==> src/rtl/dcache_pkg.sv <==
// Shared defaults, derived field widths and FSM state codes for the data cache.
package dcache_pkg;
    localparam int LINES_DEF = 16;
    localparam int WORDS_DEF = 4;
    localparam int OFF_W     = $clog2(WORDS_DEF);
    localparam int IDX_W     = $clog2(LINES_DEF);
    localparam int TAG_W     = 32 - 2 - OFF_W - IDX_W;

    localparam logic [1:0] ST_IDLE   = 2'd0;
    localparam logic [1:0] ST_REFILL = 2'd1;
    localparam logic [1:0] ST_WRITE  = 2'd2;
endpackage

==> src/rtl/dcache_if.sv <==
// CPU-side and memory-side bus of the data cache; the cache is the slave.
interface dcache_if;
    logic [31:0] cpu_addr;
    logic [31:0] cpu_wdata;
    logic        cpu_read;
    logic        cpu_write;
    logic [31:0] cpu_rdata;
    logic        cpu_stall;
    logic        mem_req;
    logic        mem_we;
    logic [31:0] mem_addr;
    logic [31:0] mem_wdata;
    logic        mem_ack;
    logic [31:0] mem_rdata;

    modport slave (
        input  cpu_addr, cpu_wdata, cpu_read, cpu_write, mem_ack, mem_rdata,
        output cpu_rdata, cpu_stall, mem_req, mem_we, mem_addr, mem_wdata
    );
    modport master (
        output cpu_addr, cpu_wdata, cpu_read, cpu_write, mem_ack, mem_rdata,
        input  cpu_rdata, cpu_stall, mem_req, mem_we, mem_addr, mem_wdata
    );
endinterface

==> src/rtl/dcache_array.sv <==
// Tag/valid/data storage: combinational read port, synchronous write port.
module dcache_array
    import dcache_pkg::*;
#(
    parameter int LINES = LINES_DEF,
    parameter int WORDS = WORDS_DEF
) (
    input  logic                              clk,
    input  logic                              rst,
    input  logic [$clog2(LINES)-1:0]          rd_idx,
    input  logic [$clog2(WORDS)-1:0]          rd_word,
    output logic [30-$clog2(WORDS)-$clog2(LINES)-1:0] rd_tag,
    output logic                              rd_valid,
    output logic [31:0]                       rd_data,
    input  logic                              wr_en,
    input  logic [$clog2(LINES)-1:0]          wr_idx,
    input  logic [$clog2(WORDS)-1:0]          wr_word,
    input  logic [31:0]                       wr_data,
    input  logic                              fill_en,
    input  logic [30-$clog2(WORDS)-$clog2(LINES)-1:0] fill_tag
);
    localparam int OW = $clog2(WORDS);
    localparam int IW = $clog2(LINES);
    localparam int TW = 30 - OW - IW;

    logic [LINES-1:0] valid_q, valid_d;
    logic [TW-1:0]    tag_q  [LINES];
    logic [31:0]      data_q [LINES*WORDS];

    assign rd_valid = valid_q[rd_idx];
    assign rd_tag   = tag_q[rd_idx];
    assign rd_data  = data_q[{rd_idx, rd_word}];

    always_comb begin
        valid_d = valid_q;
        if (fill_en) valid_d[wr_idx] = 1'b1;
    end

    always_ff @(posedge clk or posedge rst) begin
        if (rst) valid_q <= '0;
        else     valid_q <= valid_d;
    end

    // Tags and data carry no reset; valid bits alone gate their use.
    always_ff @(posedge clk) begin
        if (wr_en)   data_q[{wr_idx, wr_word}] <= wr_data;
        if (fill_en) tag_q[wr_idx] <= fill_tag;
    end
endmodule

==> src/rtl/dcache.sv <==
// Direct-mapped, write-through, no-write-allocate data cache with word-serial refill.
module dcache
    import dcache_pkg::*;
#(
    parameter int LINES = LINES_DEF,
    parameter int WORDS = WORDS_DEF
) (
    input  logic clk,
    input  logic rst,
    dcache_if.slave bus
);
    localparam int OW = $clog2(WORDS);
    localparam int IW = $clog2(LINES);
    localparam int TW = 30 - OW - IW;

    logic [1:0]    state_q, state_d;
    logic [OW-1:0] cnt_q, cnt_d;
    logic [29:0]   waddr_q, waddr_d;
    logic [31:0]   wdata_q, wdata_d;

    logic [29:0]   lk_waddr;
    logic [IW-1:0] idx;
    logic [OW-1:0] word;
    logic [TW-1:0] tag, rd_tag;
    logic          rd_valid, hit;
    logic [31:0]   rd_data;
    logic          wr_en, fill_en;
    logic [OW-1:0] wr_word;
    logic [31:0]   wr_data;
    logic          unused_byte_off;

    logic          stall, req, we;
    logic [31:0]   rdata, maddr, mwdata;

    assign unused_byte_off = ^bus.cpu_addr[1:0];

    // While a store is in flight the lookup must follow the latched address.
    assign lk_waddr = (state_q == ST_WRITE) ? waddr_q : bus.cpu_addr[31:2];
    assign word     = lk_waddr[OW-1:0];
    assign idx      = lk_waddr[OW +: IW];
    assign tag      = lk_waddr[29 -: TW];
    assign hit      = rd_valid && (rd_tag == tag);

    dcache_array #(.LINES(LINES), .WORDS(WORDS)) u_array (
        .clk      (clk),
        .rst      (rst),
        .rd_idx   (idx),
        .rd_word  (word),
        .rd_tag   (rd_tag),
        .rd_valid (rd_valid),
        .rd_data  (rd_data),
        .wr_en    (wr_en),
        .wr_idx   (idx),
        .wr_word  (wr_word),
        .wr_data  (wr_data),
        .fill_en  (fill_en),
        .fill_tag (tag)
    );

    always_comb begin
        state_d = state_q;
        cnt_d   = cnt_q;
        waddr_d = waddr_q;
        wdata_d = wdata_q;
        stall   = 1'b0;
        req     = 1'b0;
        we      = 1'b0;
        rdata   = '0;
        maddr   = '0;
        mwdata  = '0;
        wr_en   = 1'b0;
        fill_en = 1'b0;
        wr_word = word;
        wr_data = wdata_q;
        case (state_q)
            ST_IDLE: begin
                if (bus.cpu_write) begin
                    stall   = 1'b1;
                    state_d = ST_WRITE;
                    waddr_d = bus.cpu_addr[31:2];
                    wdata_d = bus.cpu_wdata;
                end else if (bus.cpu_read) begin
                    if (hit) begin
                        rdata = rd_data;
                    end else begin
                        stall   = 1'b1;
                        state_d = ST_REFILL;
                        cnt_d   = '0;
                    end
                end
            end
            ST_REFILL: begin
                stall = 1'b1;
                req   = 1'b1;
                maddr = {lk_waddr[29:OW], cnt_q, 2'b00};
                if (bus.mem_ack) begin
                    wr_en   = 1'b1;
                    wr_word = cnt_q;
                    wr_data = bus.mem_rdata;
                    cnt_d   = cnt_q + 1'b1;
                    if (cnt_q == OW'(WORDS - 1)) begin
                        fill_en = 1'b1;
                        state_d = ST_IDLE;
                    end
                end
            end
            ST_WRITE: begin
                req    = 1'b1;
                we     = 1'b1;
                maddr  = {waddr_q, 2'b00};
                mwdata = wdata_q;
                stall  = !bus.mem_ack;
                if (bus.mem_ack) begin
                    wr_en   = hit;
                    state_d = ST_IDLE;
                end
            end
            default: state_d = ST_IDLE;
        endcase
    end

    always_ff @(posedge clk or posedge rst) begin
        if (rst) begin
            state_q <= ST_IDLE;
            cnt_q   <= '0;
            waddr_q <= '0;
            wdata_q <= '0;
        end else begin
            state_q <= state_d;
            cnt_q   <= cnt_d;
            waddr_q <= waddr_d;
            wdata_q <= wdata_d;
        end
    end

    assign bus.cpu_stall = stall;
    assign bus.cpu_rdata = rdata;
    assign bus.mem_req   = req;
    assign bus.mem_we    = we;
    assign bus.mem_addr  = maddr;
    assign bus.mem_wdata = mwdata;
endmodule

==> src/flat_wrapper.sv <==
// flat-port wrapper written by rule: the top's interface ports become plain ports
module dcache_flat import dcache_pkg::*;
#(
    parameter int LINES = LINES_DEF,
    parameter int WORDS = WORDS_DEF
)
  (clk, rst, bus_cpu_addr, bus_cpu_wdata, bus_cpu_read, bus_cpu_write, bus_mem_ack, bus_mem_rdata, bus_cpu_rdata, bus_cpu_stall, bus_mem_req, bus_mem_we, bus_mem_addr, bus_mem_wdata);
  dcache_if bus_i ();
  input  logic clk;
  input  logic rst;
  input wire logic [$bits(bus_i.cpu_addr)-1:0] bus_cpu_addr;
  input wire logic [$bits(bus_i.cpu_wdata)-1:0] bus_cpu_wdata;
  input wire logic [$bits(bus_i.cpu_read)-1:0] bus_cpu_read;
  input wire logic [$bits(bus_i.cpu_write)-1:0] bus_cpu_write;
  input wire logic [$bits(bus_i.mem_ack)-1:0] bus_mem_ack;
  input wire logic [$bits(bus_i.mem_rdata)-1:0] bus_mem_rdata;
  output wire logic [$bits(bus_i.cpu_rdata)-1:0] bus_cpu_rdata;
  output wire logic [$bits(bus_i.cpu_stall)-1:0] bus_cpu_stall;
  output wire logic [$bits(bus_i.mem_req)-1:0] bus_mem_req;
  output wire logic [$bits(bus_i.mem_we)-1:0] bus_mem_we;
  output wire logic [$bits(bus_i.mem_addr)-1:0] bus_mem_addr;
  output wire logic [$bits(bus_i.mem_wdata)-1:0] bus_mem_wdata;
  assign bus_i.cpu_addr = bus_cpu_addr;
  assign bus_i.cpu_wdata = bus_cpu_wdata;
  assign bus_i.cpu_read = bus_cpu_read;
  assign bus_i.cpu_write = bus_cpu_write;
  assign bus_i.mem_ack = bus_mem_ack;
  assign bus_i.mem_rdata = bus_mem_rdata;
  assign bus_cpu_rdata = bus_i.cpu_rdata;
  assign bus_cpu_stall = bus_i.cpu_stall;
  assign bus_mem_req = bus_i.mem_req;
  assign bus_mem_we = bus_i.mem_we;
  assign bus_mem_addr = bus_i.mem_addr;
  assign bus_mem_wdata = bus_i.mem_wdata;
  dcache #(.LINES(LINES), .WORDS(WORDS)) u_core (.clk(clk), .rst(rst), .bus(bus_i));
endmodule
==> config.mk <==
export PLATFORM = sky130hd
export DESIGN_NAME = dcache_flat
export DESIGN_NICKNAME = d
export VERILOG_FILES = /design/src/rtl/dcache_pkg.sv /design/src/rtl/dcache_if.sv /design/src/rtl/dcache_array.sv /design/src/rtl/dcache.sv /design/src/flat_wrapper.sv
export SDC_FILE = /design/constraint.sdc
export NUM_CORES = 2
export LEC_CHECK = 0
export ABC_CLOCK_PERIOD_IN_PS = 8600
export CAP_MARGIN = 20
export CORE_ASPECT_RATIO = 0.8
export CORE_MARGIN = 1
export CORE_UTILIZATION = 57
export DETAILED_ROUTE_END_ITERATION = 6
export PLACE_DENSITY = 0.74
export SYNTH_ARGS = -nofsm -noshare
export SYNTH_HDL_FRONTEND = slang
export SYNTH_SLANG_ARGS = --single-unit
==> constraint.sdc <==
create_clock -name clk -period 8.6 [get_ports clk]
set_input_delay 0.86 -clock clk [delete_from_list [all_inputs] [get_ports clk]]
set_output_delay 0.86 -clock clk [all_outputs]
set_load 0.01 [all_outputs]
==> results.json <==
{
  "clock_latency_ns": 0.89,
  "synth_edf_count": 2432,
  "worst_setup_path_start_kind": "register",
  "synthTopCellsByArea": "edfxtp_1 73%, mux4_2 12%, nand2_1 2.6%",
  "rows": 136,
  "max_stage_delay_ns": 0.84,
  "ys_async_sr_fraction": 0.03262,
  "worstPathMaxFanout": 74,
  "wl_per_cell_um": 31.94,
  "path_class": "register to output port",
  "setup_viol_count_final": 0,
  "ios": 200,
  "routabilityCongestion": 0.8445,
  "antenna_found_initial": 7,
  "cts_tree": "built",
  "clock_path_buffers": 3,
  "final_nets": 5797,
  "syn_area_per_cell_um2": 18.56,
  "cp-end-kind": "output port",
  "hpwl_mm": 140.5,
  "vias_per_cell": 6.728,
  "grt_max_degree": 83,
  "yosys_warnings": 0,
  "drt_wl_total_mm": 260.6,
  "grt_overflow": 0,
  "slowest_stage": "a2111oi_0",
  "drt_iter0_markers": 8705,
  "arrival_ns": 6.72,
  "fin_cells": 8160,
  "root_buffer": "clkbuf_16",
  "timing.rr.end": "u_core.u_array.data_q[28][9]$_DFFE_PP_",
  "period_share": 0.8811,
  "grt_pass1_wl_mm": 375.0,
  "required_ns": 7.74,
  "status": "finished clean",
  "syn_area_um2": 99530,
  "final_hold_viol_count": 0,
  "syn2layout_area_growth_pct": 13.30,
  "ys_seq_elements": 2514,
  "cts_setup_buffers": 0,
  "drc": 0,
  "cp_cell_sequence": "inv_1 > ha_4 > mux2_8 > or3_1 > o2111ai_1 > a2111oi_0 > xor2_1 > a2111oi_0 > and4_1 > nand4_4 > buf_12 > nor4_2 > clkdlybuf4s50_1",
  "cap_violations": 0,
  "cp.depth": 13,
  "grt_pass1_vias": 54320,
  "crit_end": "bus_cpu_rdata[15]",
  "post-place-ws_ns": 1.506,
  "fin_crit_ns": 7.577,
  "path_clk_slew_ns": 0.06,
  "synth-main-ff-cell": "edfxtp_1",
  "dp.cells": 7733,
  "stdcell_area_um2": 112800,
  "crit_family": "simple AND/OR/NAND/NOR gates",
  "layout_setup_ws_ns": 1.023,
  "power.density_nw_per_um2": 323.6,
  "irDropWorstVdd_uv": 524.9,
  "rrSetupSlack_ns": 2.20,
  "dieArea_um2": 176300,
  "r2r_start": "u_core.state_q[0]$_DFFE_PP0P_",
  "holdCritPathClass": "input pin to asynchronous set/reset pin",
  "synth-seq-area-share": 0.7544,
  "detail-route-antenna-nets": 0,
  "rsz0062_at_grt": "false",
  "fmax_mhz": 132.0,
  "cts_made_buffers": 230,
  "yosysUniqueCellTypes": 69,
  "h-tree-depth": 4,
  "rr_worst_depth": 14,
  "cp-startpoint": "u_core.state_q[0]$_DFFE_PP0P_",
  "synthCells": 5363,
  "vias": 54900,
  "fp.dieW_um": 469.2,
  "fin_setup_tns_ns": 0,
  "start_util": 0.5768,
  "layout_commonest_cell": "edfxtp_1",
  "clock_skew_ns": 0.03795,
  "die_height_um": 375.8,
  "p_leak_nw": 36.38,
  "synth_largest_area_cell": "edfxtp_1",
  "postCtsHoldBufs": 0,
  "core_um2": 172500,
  "track_usage": 0.2983,
  "total_power_mw": 36.49,
  "cp_num_buf_inv": 3,
  "clock_sinks": 2514,
  "hold_ws_ns": 0.3244,
  "finish.utilization": 0.6536,
  "drive_gt1_frac": 0.2270,
  "layout_common_cells": "2432 x edfxtp_1, 654 x nand2_1, 531 x mux4_2",
  "synth_top_area_share": 0.7337,
  "tightest_slew_ns": 1.148,
  "drtPass1Iterations": 6,
  "io_buffers": 195,
  "slew-limit-headroom": 0.2349,
  "cpMostUsedCell": "a2111oi_0",
  "slew_violations": 0,
  "dpl_cell_area_um2": 105500,
  "ctsResizeCount": 0
}
[state kept, by name, indices dropped and copies added, names as in the netlist]
register,flops
u_core.state_q,2
u_core.waddr_q,30
u_core.wdata_q,32
u_core.u_array.tag_q,384
u_core.u_array.valid_q,16
u_core.u_array.data_q,2048
u_core.cnt_q,2
[synthesized netlist by cell type (5+ instances only)]
cell	instances
xnor2_1	17
o21ai_0	38
and4_1	5
nand4_1	10
buf_1	51
and3_1	64
a32o_1	25
a22oi_1	19
a21boi_0	13
mux4_2	531
clkbuf_1	187
buf_6	10
inv_1	84
nor2b_1	46
buf_4	12
a31oi_1	98
or3_1	57
dfrtp_1	82
ha_1	5
a21oi_1	100
o2111ai_1	12
nand3_1	154
o41ai_1	25
nor4b_1	26
mux2i_1	29
nor4_2	31
nor2_1	29
nor4_1	11
a41oi_1	20
nor3_1	122
o22ai_1	59
a22o_1	5
or2_2	16
buf_2	92
nand2_1	686
edfxtp_1	2432
a32oi_1	9
a21o_1	25
and2_1	38
mux2_2	49
[worst min path at each step]
stage / startpoint / end / slack [ns] / cells after the start
2_1_floorplan: u_core.u_array.valid_q[10]$_DFFE_PP0P_ / u_core.u_array.valid_q[10]$_DFFE_PP0P_ / 0.44 / 1
3_3_place_gp: u_core.u_array.valid_q[11]$_DFFE_PP0P_ / u_core.u_array.valid_q[11]$_DFFE_PP0P_ / 0.45 / 1
3_5_place_dp: u_core.u_array.valid_q[10]$_DFFE_PP0P_ / u_core.u_array.valid_q[10]$_DFFE_PP0P_ / 0.45 / 1
4_1_cts: rst / u_core.wdata_q[10]$_DFFE_PP0P_ / 0.29 / 2
5_1_grt: rst / u_core.wdata_q[10]$_DFFE_PP0P_ / 0.36 / 2
6_report: rst / u_core.wdata_q[10]$_DFFE_PP0P_ / 0.32 / 2
[worst register-to-register path, stage by stage, from the launching register on]
cell	delay [ns]
dfrtp_1	0.41
inv_1	0.13
ha_4	0.57
mux2_8	0.78
or3_1	0.27
o2111ai_1	0.12
a2111oi_0	0.84
xor2_1	0.13
a2111oi_0	0.35
and4_1	0.53
a31o_2	0.25
nand2_4	0.40
buf_4	0.46
nor3_2	0.21
buf_4	0.54
[where the power goes]
| part | internal (mW) | total, mW | switching (mW) | leakage, nW |
|---|---|---|---|---|
| clock | 5.46 | 9.91 | 4.45 | 3.52 |
| sequential | 15.6 | 15.8 | 0.146 | 22.9 |
| combinational | 3.54 | 10.8 | 7.26 | 9.96 |
[cell families after synthesis]
family	after synthesis	synth area share
other	1	0.00003768
XOR/XNOR	19	0.001672
flip-flops	2514	0.7544
multiplexers	612	0.1290
adder cells (fa/ha/maj)	5	0.0006286
buffers and inverters	436	0.01881
AO/OA/AOI/OAI	470	0.03189
AND/OR/NAND/NOR	1306	0.06358
[cell type report]
| type | instances | area (um^2) |
|---|---|---|
| Sequential cell | 2514 | 75080 |
| Fill cell | 11130 | 59780 |
| Multi-Input combinational cell | 2414 | 23210 |
| Clock buffer | 300 | 6082 |
| Timing Repair Buffer | 447 | 4088 |
| Tap cell | 2277 | 2849 |
| Clock inverter | 121 | 1127 |
| Inverter | 84 | 316.6 |
| Antenna cell | 3 | 7.507 |
[per-layer routing]
metal | global-route usage | vias up | part of all wire | wire length, um
met5 | 0 | - | 0.000050 | 13
met4 | 0.1194 | 2 | 0.042 | 10880
met2 | 0.4476 | 3798 | 0.46 | 119900
met3 | 0.06954 | 547 | 0.13 | 32890
li1 | - | 22190 | - | -
met1 | 0.4279 | 28370 | 0.37 | 96980
No activity file was read; power rests on OpenSTA's default activity.
